### src/rtl/gato_pkg.sv
// gato_pkg: state type and encodings shared by the gato turn controller
package gato_pkg;
    typedef logic [2:0] state_t;
    localparam state_t S_P1_TURN  = 3'd0;
    localparam state_t S_P1_CHECK = 3'd1;
    localparam state_t S_P2_TURN  = 3'd2;
    localparam state_t S_P2_CHECK = 3'd3;
    localparam state_t S_P1_WINS  = 3'd4;
    localparam state_t S_P2_WINS  = 3'd5;
    localparam state_t S_TIE      = 3'd6;
endpackage

### src/rtl/gato_fsm.sv
// gato_fsm: alternates player turns, requests a one-cycle board check after
// every move and latches the game result until reset
module gato_fsm
    import gato_pkg::*;
(
    input  logic       clk,
    input  logic       reset,
    output logic [2:0] state,
    input  logic       p1_mm,
    input  logic       p2_mm,
    input  logic       p1_tie,
    input  logic       p1_loss,
    input  logic       p1_win,
    input  logic       p2_tie,
    input  logic       p2_loss,
    input  logic       p2_win,
    output logic       verifica_status,
    output logic       turno_p1,
    output logic       turno_p2
);
    state_t next_state;

    always_ff @(posedge clk or posedge reset)
        if (reset) state <= S_P1_TURN;
        else       state <= next_state;

    // a loss for one player is a win for the other; win > loss > tie
    always_comb begin
        next_state = state;
        case (state)
            S_P1_TURN:  next_state = p1_mm ? S_P1_CHECK : S_P1_TURN;
            S_P1_CHECK: next_state = p1_win ? S_P1_WINS : p1_loss ? S_P2_WINS : p1_tie ? S_TIE : S_P2_TURN;
            S_P2_TURN:  next_state = p2_mm ? S_P2_CHECK : S_P2_TURN;
            S_P2_CHECK: next_state = p2_win ? S_P2_WINS : p2_loss ? S_P1_WINS : p2_tie ? S_TIE : S_P1_TURN;
            S_P1_WINS, S_P2_WINS, S_TIE: next_state = state;
            default:    next_state = S_P1_TURN;
        endcase
    end

    always_comb begin
        turno_p1        = state == S_P1_TURN;
        turno_p2        = state == S_P2_TURN;
        verifica_status = state == S_P1_CHECK || state == S_P2_CHECK;
    end
endmodule

### config.mk
export PLATFORM = sky130hd
export DESIGN_NAME = gato_fsm
export DESIGN_NICKNAME = d
export VERILOG_FILES = /design/src/rtl/gato_pkg.sv /design/src/rtl/gato_fsm.sv
export SDC_FILE = /design/constraint.sdc
export NUM_CORES = 1
export LEC_CHECK = 0
export BUFFER_PORTS_ARGS = -buffer_cell sky130_fd_sc_hd__buf_2
export CORE_AREA = 4 4 41 43
export DETAILED_ROUTE_END_ITERATION = 10
export DIE_AREA = 0 0 45 47
export SYNTH_ARGS = -nofsm -noshare
export SYNTH_HDL_FRONTEND = slang
export SYNTH_SLANG_ARGS = --single-unit
### constraint.sdc
create_clock -name clk -period 1.06 [get_ports clk]
set_input_delay 0.053 -clock clk [delete_from_list [all_inputs] [get_ports clk]]
set_output_delay 0.053 -clock clk [all_outputs]
set_load 0.05 [all_outputs]
==> impl_metrics.yaml <==
run_status:
  status: "complete, but fails checks"
  violations: "negative setup slack"
global_route:
  gr-total-overflow: 0
  grt_max_degree: 6
  grt_pass1_vias: 348
  grt_pass1_wl_um: 1504
  grt_use_total_pct: 10.61
  antenna_found_initial: 0
timing:
  report.final.slew_viol_count: 0
  fin_crit_ns: 1.168
  finalHoldViolations: 0
  finalSetupViolations: 5
  hold_ws_ns: 0.1485
  rsz0062_at_grt: "yes"
  finalWorstSetupSlack_ns: -0.1075
  max_freq_mhz: 856.5
  worst_pin_slew_ns: 0.2601
  finalCritPeriodShare_pct: 110.1
  maxSlewHeadroom_pct: 82.47
  fin_worst_skew_ns: 0.001046
logic_synthesis:
  yosys.area.top_type: "dfrtp_1"
  synth_top_area_share_pct: 35.09
  syn_nets: 33
  synth_cell_types: 16
  ys_seq_elements: 3
  yosysSeqAreaShare_pct: 35.09
  synth_area_um2: 214.0
  ys_warn_count: 0
  synthCells: 23
  synth_area_leaders: "dfrtp_1 (35%), mux4_2 (11%), o41ai_1 (8.2%)"
  postSynthAreaPerCell_um2: 9.302
route:
  first_pass_iters: 1
  drtAntennaViolNets: 0
  routed_via_density: 4.569
  routed_wl_um: 895
  drc: 0
  post_drt_wl_per_cell_um: 13.77
  drt_iter0_drc: 0
  vias: 297
place:
  place_hpwl_um: 631
  numPortBuffers: 15
  placed_area_um2: 372.9
  routabilityCongestion: 0.6996
  dp_slack_ns: -0.08037
critical_path:
  cp-end-kind: "output pin"
  start_kind: "flip-flop"
  max_stage_delay_ns: 0.41
  rrSetupSlack_ns: -0.10
  crit_fanout: 3
  cp.arrival_ns: 1.11
  required_ns: 1.01
  crit_buf_inv: 2
  path_delay_family: "flip-flops"
  crit_type: "flip-flop to output pin"
  cp_common_cell: "buf_6"
  cpMaxStageDelayCell: "dfrtp_2"
  crit_chain: "buf_6 > nor3_4 > buf_6"
clock_tree:
  htreeDepth: 1
  path_clk_slew_ns: 0.04
  clockBufferDepth: 2
  cts_made_buffers: 3
  clkLatencyLatePin_ns: 0.23
  cts_tree: "built"
  root_buffer: "clkbuf_4"
  cts_sinks: 3
finish:
  largest_reg_flops: 3
  diodes: 0
  drive_gt1_share_pct: 82.00
  top_regs: "state: 3 flops"
  fin_area_um2: 536.8
  top_register: "state"
  fin_util_pct: 41.25
  synthToLayoutAreaGrowth_pct: 150.9
  nNetsFinal: 61
floorplan:
  io_pins: 16
  fp-row-count: 13
  dieHeight_um: 47
  start_util_pct: 16.44
  chipWidth_um: 45
  die_area_um2: 2115
  core_um2: 1301
pwr:
  p_leak_nw: 0.2518
  ir_worst_vdd_uv: 855.3
  powerDensity_nw_per_um2: 2329
hold_path:
  holdCritPathClass: "input pin to flip-flop"
job:
  max_cap_viol_count: 0
==> cell families (layout without fill, tap and decap cells) <==
group           after synthesis  after routing  share of synthesized area (%)
flops                         3              3                          35.09
simple gates                  9              9                          22.22
buf+inv                       5             32                          12.86
compound gates                5              5                          19.30
mux                           1              1                          10.53
==> cell usage in the layout (no fill, tap or decap), drive strengths merged <==
| cell | n |
|---|---|
| o41ai | 2 |
| a221o | 1 |
| nand2b | 1 |
| inv | 3 |
| nor3 | 2 |
| clkbuf | 4 |
| nor2b | 1 |
| mux4 | 1 |
| nor4b | 1 |
| a21oi | 1 |
| dlygate4sd3 | 1 |
| dfrtp | 3 |
| buf | 24 |
| o2bb2ai | 1 |
| nand2 | 1 |
| nand3 | 1 |
| nor2 | 2 |
==> path summary, 6_finish.rpt <==
check,endpoint,start,cells past startpoint
max,turno_p1,state[1],3
min,state[2],p1_tie,3
max reg2reg,state[0],state[0],2
min reg2reg,state[2],state[1],4
max in group asynchronous,state[0],reset,3
min in group asynchronous,state[2],reset,3
==> power by group <==
part | total (mW) | switching, mW | leakage (nW) | internal [mW]
combinational | 0.855 | 0.471 | 0.204 | 0.383
sequential | 0.196 | 0.0367 | 0.0327 | 0.159
clock | 0.199 | 0.0585 | 0.0150 | 0.141
==> metrics by stage <==
stage	total power, mW	instances	TNS, ns
after global placement	0.7692	55	-0.2112
final	1.250	65	-0.3990
after floorplan	0.6382	23	-1.048
after detailed placement	0.7789	55	-0.2400
after global routing	1.337	65	-0.6368
after CTS	1.159	65	-0.3884
==> cell type report <==
cell class	count	area, um^2
Sequential cell	3	78.83
Timing Repair Buffer	25	202.7
Multi-Input combinational cell	15	196.4
Fill cell	145	764.5
Inverter	3	13.76
Tap cell	15	18.77
Clock buffer	4	26.28
==> cells in the mapped netlist (all sizes together) <==
master and instances:
o2bb2ai 1, nand2 1, nor4b 1, mux4 1, nand3 1, a21oi 1, nor2 2, clkbuf 1
a221o 1, dfrtp 3, nand2b 1, inv 3, buf 1, nor3 2, nor2b 1, o41ai 2
==> layer usage <==
metal  GRT usage (%)  wire, um
met4           7.018        18
met5               0         0
met1           11.44       356
met3           3.448        85
met2           17.80       435
==> timing repair <==
item | 4_1_cts | 5_1_grt
resized for setup | 13 | 10
hold endpoints to repair | 3 | 0
setup endpoints to repair | 9 | 9
pin swaps | 2 | 2
setup buffers | 5 | 0
hold buffers | 1 | 0
==> worst reg2reg max path: cells and delay by family (launching register included) <==
| family | cells | cell delay, ns |
|---|---|---|
| AO/OA/AOI/OAI | 1 | 0.13 |
| multiplexers | 1 | 0.52 |
| flip-flops | 1 | 0.39 |
Note: power is estimated with default switching activity, not from simulation.
